`src/rtl/ready_io_sequencer_pkg.sv`:
```
// io_seq_pkg: shared state encoding and default width for ready_io_sequencer
package io_seq_pkg;
  typedef enum logic [2:0] {GET_X, REL_X, GET_Y, REL_Y, COMPUTE, SHOW_X2, SHOW_Y2} seq_state_t;
  localparam int DEFAULT_WIDTH = 8;
endpackage

```
`src/rtl/ready_io_sequencer_if.sv`:
```
// ready_io_sequencer_if: start/done handshake and operand/result bus to the compute core
interface ready_io_sequencer_if import io_seq_pkg::*; #(parameter int WIDTH = DEFAULT_WIDTH);
  logic start, busy, done;
  logic [WIDTH-1:0] x_out, y_out, x2_in, y2_in;
  modport master (output start, busy, x_out, y_out, input done, x2_in, y2_in);
  modport slave (input start, busy, x_out, y_out, output done, x2_in, y2_in);
endinterface

```
`src/rtl/ready_io_sequencer_ready_conditioner.sv`:
```
// ready_conditioner: synchronises ready, optionally debounces it (READY_DEBOUNCE_EN), emits rise/fall pulses
module ready_conditioner #(parameter int DEBOUNCE_CYCLES = 4) (
  input  logic clk,
  input  logic reset,
  input  logic ready,
  output logic rise,
  output logic fall
);
  logic [1:0] sync;
  logic lvl, lvl_q;
  if (DEBOUNCE_CYCLES < 1) begin : g_bad_cfg
    $error("DEBOUNCE_CYCLES must be at least 1");
  end
`ifdef READY_DEBOUNCE_EN
  localparam int CW = $clog2(DEBOUNCE_CYCLES + 1);
  logic [CW-1:0] cnt;
  always_ff @(posedge clk or negedge reset)
    if (!reset) begin
      cnt <= '0;
      lvl <= 1'b1;
    end else if (sync[1] == lvl) cnt <= '0;
    else if (cnt == CW'(DEBOUNCE_CYCLES - 1)) begin
      cnt <= '0;
      lvl <= sync[1];
    end else cnt <= cnt + 1'b1;
`else
  assign lvl = sync[1];
`endif
  // Reset to high so a ready already high at release is not seen as a rise
  always_ff @(posedge clk or negedge reset)
    if (!reset) begin
      sync  <= 2'b11;
      lvl_q <= 1'b1;
    end else begin
      sync  <= {sync[0], ready};
      lvl_q <= lvl;
    end
  assign rise = lvl & ~lvl_q;
  assign fall = ~lvl & lvl_q;
endmodule

```
`src/rtl/ready_io_sequencer.sv`:
```
// ready_io_sequencer: operator I/O sequencing for the picoMIPS affine datapath
// Optional ready debounce filter enabled by defining READY_DEBOUNCE_EN.
module ready_io_sequencer import io_seq_pkg::*; #(
  parameter int WIDTH           = DEFAULT_WIDTH,
  parameter int DEBOUNCE_CYCLES = 4
) (
  input  logic             clk,
  input  logic             reset,
  input  logic             ready,
  input  logic [WIDTH-1:0] sw,
  output logic [WIDTH-1:0] LED,
  ready_io_sequencer_if.master dp
);
  seq_state_t state;
  logic rise, fall;
  logic [WIDTH-1:0] y2;
  ready_conditioner #(.DEBOUNCE_CYCLES(DEBOUNCE_CYCLES)) u_cond (
    .clk(clk), .reset(reset), .ready(ready), .rise(rise), .fall(fall)
  );
  always_ff @(posedge clk or negedge reset)
    if (!reset) begin
      state    <= GET_X;
      LED      <= '0;
      y2       <= '0;
      dp.x_out <= '0;
      dp.y_out <= '0;
      dp.start <= 1'b0;
      dp.busy  <= 1'b0;
    end else begin
      dp.start <= 1'b0;
      case (state)
        GET_X: if (rise) begin
          dp.x_out <= sw;
          LED      <= sw;
          state    <= REL_X;
        end
        REL_X: if (fall) state <= GET_Y;
        GET_Y: if (rise) begin
          dp.y_out <= sw;
          LED      <= sw;
          state    <= REL_Y;
        end
        REL_Y: if (fall) begin
          dp.start <= 1'b1;
          dp.busy  <= 1'b1;
          state    <= COMPUTE;
        end
        COMPUTE: if (dp.done) begin
          y2      <= dp.y2_in;
          LED     <= dp.x2_in;
          dp.busy <= 1'b0;
          state   <= SHOW_X2;
        end
        SHOW_X2: if (rise) begin
          LED   <= y2;
          state <= SHOW_Y2;
        end
        SHOW_Y2: if (fall) state <= GET_X;
        default: state <= GET_X;
      endcase
    end
endmodule

```
`src/flat_wrapper.sv`:
```
// flat-port wrapper written by rule: the top's interface ports become plain ports
module ready_io_sequencer_flat import io_seq_pkg::*;
#(
  parameter int WIDTH           = DEFAULT_WIDTH,
  parameter int DEBOUNCE_CYCLES = 4
)
  (clk, reset, ready, sw, LED, dp_start, dp_busy, dp_x_out, dp_y_out, dp_done, dp_x2_in, dp_y2_in);
  ready_io_sequencer_if #(.WIDTH(WIDTH)) dp_i ();
  input  logic clk;
  input  logic reset;
  input  logic ready;
  input  logic [WIDTH-1:0] sw;
  output logic [WIDTH-1:0] LED;
  output wire logic [$bits(dp_i.start)-1:0] dp_start;
  output wire logic [$bits(dp_i.busy)-1:0] dp_busy;
  output wire logic [$bits(dp_i.x_out)-1:0] dp_x_out;
  output wire logic [$bits(dp_i.y_out)-1:0] dp_y_out;
  input wire logic [$bits(dp_i.done)-1:0] dp_done;
  input wire logic [$bits(dp_i.x2_in)-1:0] dp_x2_in;
  input wire logic [$bits(dp_i.y2_in)-1:0] dp_y2_in;
  assign dp_start = dp_i.start;
  assign dp_busy = dp_i.busy;
  assign dp_x_out = dp_i.x_out;
  assign dp_y_out = dp_i.y_out;
  assign dp_i.done = dp_done;
  assign dp_i.x2_in = dp_x2_in;
  assign dp_i.y2_in = dp_y2_in;
  ready_io_sequencer #(.WIDTH(WIDTH), .DEBOUNCE_CYCLES(DEBOUNCE_CYCLES)) u_core (.clk(clk), .reset(reset), .ready(ready), .sw(sw), .LED(LED), .dp(dp_i));
endmodule
```
`config.mk`:
```
export PLATFORM = sky130hd
export DESIGN_NAME = ready_io_sequencer_flat
export DESIGN_NICKNAME = d
export VERILOG_FILES = /design/src/rtl/ready_io_sequencer_pkg.sv /design/src/rtl/ready_io_sequencer_if.sv /design/src/rtl/ready_io_sequencer_ready_conditioner.sv /design/src/rtl/ready_io_sequencer.sv /design/src/flat_wrapper.sv
export SDC_FILE = /design/constraint.sdc
export NUM_CORES = 1
export LEC_CHECK = 0
export ABC_AREA = 0
export CELL_PAD_IN_SITES_DETAIL_PLACEMENT = 1
export CELL_PAD_IN_SITES_GLOBAL_PLACEMENT = 2
export CORE_ASPECT_RATIO = 0.8
export CORE_MARGIN = 8
export CORE_UTILIZATION = 30
export CTS_BUF_LIST = sky130_fd_sc_hd__clkbuf_4 sky130_fd_sc_hd__clkbuf_8
export CTS_CLUSTER_SIZE = 20
export DETAILED_ROUTE_END_ITERATION = 10
export PLACE_DENSITY = 0.79
export SETUP_SLACK_MARGIN = 0.5
export SYNTH_ARGS = -nofsm -noshare
export SYNTH_HDL_FRONTEND = slang
export SYNTH_HIERARCHICAL = 1
export SYNTH_SLANG_ARGS = --single-unit
```
`constraint.sdc`:
```
create_clock -name clk -period 5.18 [get_ports clk]
set_input_delay 0.777 -clock clk [delete_from_list [all_inputs] [get_ports clk]]
set_output_delay 0.777 -clock clk [all_outputs]
set_load 0.02 [all_outputs]
```
==> impl_metrics.csv, run 1 <==
group,metric,value,unit
job,drv_cap,0,
cts,clock_latency,0.29,ns
critical_path,required,4.40,ns
yosys,avgSynthCellArea,15.4,um^2
critical_path,cp.arrival,1.30,ns
floorplanning,dieArea,0.00884,mm^2
status,status,"finished, final reports clean",
yosys,synth_common_cells,"mux2_2, dfrtp_1, inv_1, mux2_4, dfstp_2",
critical_path,worstSetupStartpoint,"u_core/LED[3]$_DFFE_PN0P_",
critical_path,cp_max_fo,2,
power,ir_worst_vdd,0.249,mV
place,dp_hpwl,3.45,mm
global_route,groute.usage.overall,11.3,%
yosys,synth_edf_count,0,
cts,cts-resized-gates,0,
floorplanning,initial_core_util,31.0,%
place,gp_congestion,0.707,
timing,fin_crit_sh,40.1,%
drt,drt-pass1-iter-count,2,
timing,fin_skew,0.0107,ns
final_layout,drive_above_1_share,39.4,%
final_layout,syn_to_final_growth,37.9,%
yosys,yosysUniqueCellTypes,22,
floorplanning,io_pins,54,
yosys,yosysTopAreaCellShare,50.8,%
critical_path,crit_path_cell_trace,"clkdlybuf4s50_1",
place,io_buffers,53,
critical_path,critPathCapture,"LED[3]",
critical_path,critPathMaxStageDelay,0.63,ns
timing,drv_slew,0,
critical_path,reg2reg_to,"u_core/dp.x_out[7]$_DFFE_PN0P_",
global_route,grt_pass1_wl,7.44,mm
yosys,yosysWarnings,6,
cts,cts-root-buf,"clkbuf_8",
yosys,async_flop_share,100,%
global_route,grt_pass1_vias,1403,
drt,drt_iter0_drc,17,
yosys,ys_seq_elements,40,
cts,cts_max_level,2,
cts,clock_sinks,40,
global_route,grt-ovfl-total,0,
timing,setup_viol,0,
timing,maxSlewHeadroom,39.7,%
final_layout,fill_cells,624,
drt,drt-wirelength-per-cell,18.0,um
critical_path,critPathCaptureType,"output pin",
yosys,synth_top_area_cell,"dfrtp_1",
cts,cts_buffers,5,
worst_hold_path,hold_class,"register to register",
power,p_total,0.00152,W
final_layout,fin_nets,202,
power,power.leakage,1.04,nW
floorplanning,fp.dieH,85.7,um
yosys,syn_area,0.00182,mm^2
critical_path,cp_num_buf_inv,1,
critical_path,path_delay_family,"buffers and inverters",
drt,ant_nets,0,
drt,vias_per_cell,4.52,
timing,rsz0062_at_grt,"no",
yosys,yosysSeqAreaShare,55.2,%
timing,fmax,0.481,GHz
timing,tightest_slew,0.905,ns
cts,cts_tree,"done",
yosys,synthCells,118,
drt,routed_wl,4.61,mm
floorplanning,die_x,103,um
critical_path,rr_worst_depth,4,
yosys,syn_nets,146,
final_layout,finish.utilization,42.7,%
cts,hold_buffers,0,
critical_path,r2r_setup_slack,3.13,ns
power,powerDensity,603,mW/mm^2
critical_path,critPathKind,"register to output pin",
cts,clockBufferDepth,2,
yosys,ys.flop_type,"dfrtp_1",
critical_path,r2r-start,"u_core/u_cond/sync[1]$_DFF_PN1_",
drt,vias,1158,
timing,finalHoldViolations,0,
cts,post_cts_buffers,0,
cts,clkTransAtPathRegs,0.08,ns
timing,period_needed,2.08,ns
global_route,antenna_found_initial,0,
floorplanning,coreArea,0.00588,mm^2
yosys,yosysMostFrequentCell,"mux2_2",
floorplanning,placementRows,25,
drt,drc,0,
global_route,grt_max_degree,41,
critical_path,start_kind,"register",
critical_path,critPathSlowestCell,"clkdlybuf4s50_1",
final_layout,diodes,0,
yosys,synthTopCellsByArea,"dfrtp_1, mux2_2, dfstp_2",
critical_path,crit_cells,1,
timing,fin_tns_setup,0,ns
==> power by group <==
part	internal, W	switching (W)	leakage (nW)
logic	0.000393	0.000291	0.503
clock network	0.000148	0.000107	0.0586
registers	0.000456	0.000120	0.476
total	0.000998	0.000518	1.04
==> routing by layer <==
layer | track usage (%) | vias to the layer above | part of all wire (%)
li1 | - | 523 | -
met4 | 5.11 | 0 | 1.5
met5 | 0 | - | 0
met2 | 17.0 | 43 | 45
met1 | 13.4 | 587 | 44
met3 | 4.85 | 5 | 9.0
==> stage by stage <==
step | std cells | hold WS [ns] | setup slack, ns | cell area [um^2]
final | 256 | 0.360 | 3.10 | 2510
after global routing | 256 | 0.364 | 3.01 | 2510
after CTS | 256 | 0.362 | 3.10 | 2510
after detailed placement | 248 | 0.353 | 2.82 | 2400
after global placement | 248 | 0.348 | 2.89 | 2400
after floorplan | 118 | 0.345 | 3.37 | 1820
==> cells by family (layout without fill, tap and decap cells) <==
group	count (synthesis)	count (layout)	synth area share (%)
mux	52	52	32.8
flops	40	40	55.2
simple gates	11	11	5.70
buf+inv	8	65	3.43
compound gates	6	6	2.34
fa+ha+maj	1	1	0.549
==> sequential cells by signal (all words and copies together) (netlist names) <==
name                 count
u_core/LED               8
u_core/dp.x_out          8
u_core/dp.y_out          8
u_core/y2                8
u_core/state             3
u_core/u_cond/sync       2
u_core/dp.busy           1
u_core/dp.start          1
u_core/u_cond/lvl_q      1
==> worst register-to-register path: stages, from the launching register on <==
cell,delay (ns)
dfstp_2,0.54
nor2b_1,0.25
or3b_4,0.47
nor2_4,0.29
mux2_2,0.38
==> how the worst min path moves through the flow <==
stage	start	depth (start not counted)	to
floorplan	u_core/u_cond/sync[0]$_DFF_PN1_	0	u_core/u_cond/sync[1]$_DFF_PN1_
global placement	u_core/u_cond/sync[0]$_DFF_PN1_	0	u_core/u_cond/sync[1]$_DFF_PN1_
detailed placement	u_core/u_cond/sync[0]$_DFF_PN1_	0	u_core/u_cond/sync[1]$_DFF_PN1_
CTS	u_core/u_cond/sync[1]$_DFF_PN1_	0	u_core/u_cond/lvl_q$_DFF_PN1_
global route	u_core/u_cond/sync[1]$_DFF_PN1_	0	u_core/u_cond/lvl_q$_DFF_PN1_
finish	u_core/u_cond/sync[1]$_DFF_PN1_	0	u_core/u_cond/lvl_q$_DFF_PN1_
==> final cells by class <==
| class | instances | area, um^2 | share of cell area, % |
|---|---|---|---|
| Sequential cell | 40 | 1000 | 40.0 |
| Multi-Input combinational cell | 70 | 754 | 30.0 |
| Timing Repair Buffer | 53 | 526 | 20.9 |
| Tap cell | 81 | 101 | 4.03 |
| Clock buffer | 6 | 76.3 | 3.04 |
| Clock inverter | 2 | 35.0 | 1.39 |
| Inverter | 4 | 15.0 | 0.598 |
==> layout by cell type (no fill, tap or decap), types with 3 or more instances in the layout <==
cell and count:
mux2_4 4, clkdlybuf4s50_1 52, inv_1 4, dfstp_2 3, mux2_2 46, dfrtp_1 37
clkbuf_8 5
Note: power is estimated with default switching activity, not from simulation.
==> run 2, diff against run 1 <==
clock period = 2 ns   (was 5.18 ns; I/O delays follow)
==> run 2 against run 1 <==
  * Final cell count rose by 6.3%
  * Clock power grew to 2.8 times the previous value
  * Sequential power is 150% higher
  * Non-clock buffer count increased by 16
  * Sequential cell count did not move
  * Wire length rose by 8.4%
  * Die area is the same
  * Final area increased by 9.4%
  * Worst setup slack got worse by 2.9 ns
  * Total power rose to 2.8 times the previous value
  * First-iteration DRC count rose to 2.7 times the previous value
==> impl_metrics.csv, run 2 (synthesis gave the netlist of run 1 again) <==
group,metric,value,unit
status,status,"finished, final reports clean",
power,power.leakage,1.25,nW
final_layout,diodes,0,
drt,vias,1229,
critical_path,reg2reg_to,"u_core/dp.y_out[7]$_DFFE_PN0P_",
critical_path,critPathSlowestCell,"dfstp_2",
floorplanning,initial_core_util,31.0,%
global_route,grt_max_degree,41,
cts,clock_latency,0.29,ns
place,dp_cells,255,
timing,fin_skew,0.00498,ns
worst_hold_path,hold_class,"primary input to async pin",
timing,fmax,0.548,GHz
final_layout,fill_cells,631,
drt,drt_iter0_drc,46,
global_route,grt_pass1_vias,1466,
critical_path,cp_max_fo,8,
cts,cts_tree,"done",
power,powerDensity,1520,mW/mm^2
drt,vias_per_cell,4.52,
drt,drc,0,
floorplanning,coreArea,0.00588,mm^2
floorplanning,fp.dieH,85.7,um
critical_path,crit_path_cell_trace,"nor2b_4 -> or3b_4 -> nor2_4 -> buf_12 -> mux2_4",
critical_path,critPathMaxStageDelay,0.53,ns
floorplanning,io_pins,54,
cts,clock_sinks,40,
timing,drv_slew,0,
global_route,antenna_found_initial,0,
timing,fin_tns_setup,0,ns
drt,drt-wirelength-per-cell,18.4,um
drt,routed_wl,5.00,mm
global_route,busiest_layer,"met2",
cts,cts_buffers,5,
timing,tightest_slew,0.519,ns
critical_path,start_kind,"register",
global_route,grt_use_met1,14.0,%
critical_path,r2r_setup_slack,0.17,ns
timing,fin_crit_sh,91.3,%
final_layout,layout_common_cells,"dfrtp_1, clkdlybuf4s50_1, dlygate4sd2_1, mux2_4, mux2_2",
timing,rsz0062_at_grt,"yes",
floorplanning,placementRows,25,
final_layout,final_common_cell,"dfrtp_1",
global_route,grt_pass1_wl,8.01,mm
cts,cts-root-buf,"clkbuf_8",
job,drv_cap,0,
critical_path,path_delay_family,"simple AND/OR/NAND/NOR gates",
global_route,groute.usage.overall,12.1,%
critical_path,critPathKind,"register to register",
cts,clockBufferDepth,2,
drt,ant_nets,0,
critical_path,required,2.18,ns
critical_path,r2r-start,"u_core/u_cond/sync[1]$_DFF_PN1_",
place,gp_congestion,0.800,
timing,finalHoldViolations,0,
power,ir_worst_vdd,0.499,mV
floorplanning,die_x,103,um
final_layout,syn_to_final_growth,50.8,%
cts,cts_max_level,2,
place,io_buffers,53,
drt,drt-pass1-iter-count,2,
critical_path,cp.arrival,2.00,ns
final_layout,fin_cells,272,
global_route,use_met3,3.48,%
cts,clkTransAtPathRegs,0.08,ns
final_layout,fin_nets,218,
critical_path,rr_worst_depth,5,
floorplanning,dieArea,0.00884,mm^2
global_route,grt-ovfl-total,0,
timing,setup_viol,0,
critical_path,critPathCaptureType,"register",
global_route,use_met2,19.7,%
place,dp_hpwl,3.65,mm
timing,hold-worst-slack,0.0554,ns
critical_path,cp_num_buf_inv,1,
final_layout,drive_above_1_share,47.1,%
timing,period_needed,1.83,ns
timing,maxSlewHeadroom,65.4,%
## run 2: final cells by class
type	instances	area, um^2	area share [%]
Sequential cell	40	1010	36.6
Multi-Input combinational cell	70	853	31.1
Timing Repair Buffer	69	646	23.5
Tap cell	81	101	3.69
Clock buffer	7	96.3	3.51
Clock inverter	1	30.0	1.09
Inverter	4	15.0	0.546
## run 2: routing by layer
metal / vias up / part of all wire [%] / routed length (um)
met3: 9 / 7.7 / 383
met5: - / 0 / 0
met1: 617 / 41 / 2030
met4: 0 / 2.5 / 126
met2: 40 / 49 / 2460
li1: 563 / - / -
## run 2: stage by stage
stage	setup WS, ns	power (W)	instance area [um^2]	utilization, %
after floorplan	0.234	0.00264	1860	-
after global placement	0.113	0.00338	2490	42.4
after detailed placement	0.0503	0.00345	2490	42.4
after CTS	0.198	0.00418	2720	46.2
after global routing	0.138	0.00442	2750	46.7
final	0.175	0.00417	2750	46.7
## run 2: worst max path at each step
| stage | startpoint | endpoint | depth (start not counted) |
|---|---|---|---|
| after global routing | u_core/u_cond/sync[1]$_DFF_PN1_ | u_core/dp.y_out[4]$_DFFE_PN0P_ | 5 |
| after floorplan | u_core/u_cond/sync[1]$_DFF_PN1_ | u_core/dp.y_out[0]$_DFFE_PN0P_ | 4 |
| after CTS | u_core/u_cond/sync[1]$_DFF_PN1_ | u_core/dp.x_out[5]$_DFFE_PN0P_ | 5 |
| final | u_core/u_cond/sync[1]$_DFF_PN1_ | u_core/dp.y_out[7]$_DFFE_PN0P_ | 5 |
| after detailed placement | u_core/u_cond/sync[1]$_DFF_PN1_ | u_core/dp.y_out[4]$_DFFE_PN0P_ | 4 |
| after global placement | u_core/u_cond/sync[1]$_DFF_PN1_ | u_core/dp.y_out[0]$_DFFE_PN0P_ | 4 |
## run 2: worst reg2reg max path: stages, from the launching register on
cell,delay (ns)
dfstp_2,0.53
nor2b_4,0.14
or3b_4,0.44
nor2_4,0.13
buf_12,0.15
mux2_4,0.31
## run 2: what timing repair did
action | CTS | global route
pin swaps | 3 | 4
hold endpoints to repair | 0 | 0
setup buffers | 8 | 1
resized for setup | 43 | 3
endpoints found under the setup margin | 58 | 33
hold buffers | 0 | 0
## run 2: power breakdown
group / total, W / internal, W / leakage (nW) / switching (W)
Combinational: 0.00202 / 0.00111 / 0.714 / 0.000905
Sequential: 0.00143 / 0.00119 / 0.475 / 0.000248
Clock: 0.000723 / 0.000440 / 0.0645 / 0.000283
Total: 0.00417 / 0.00274 / 1.25 / 0.00144
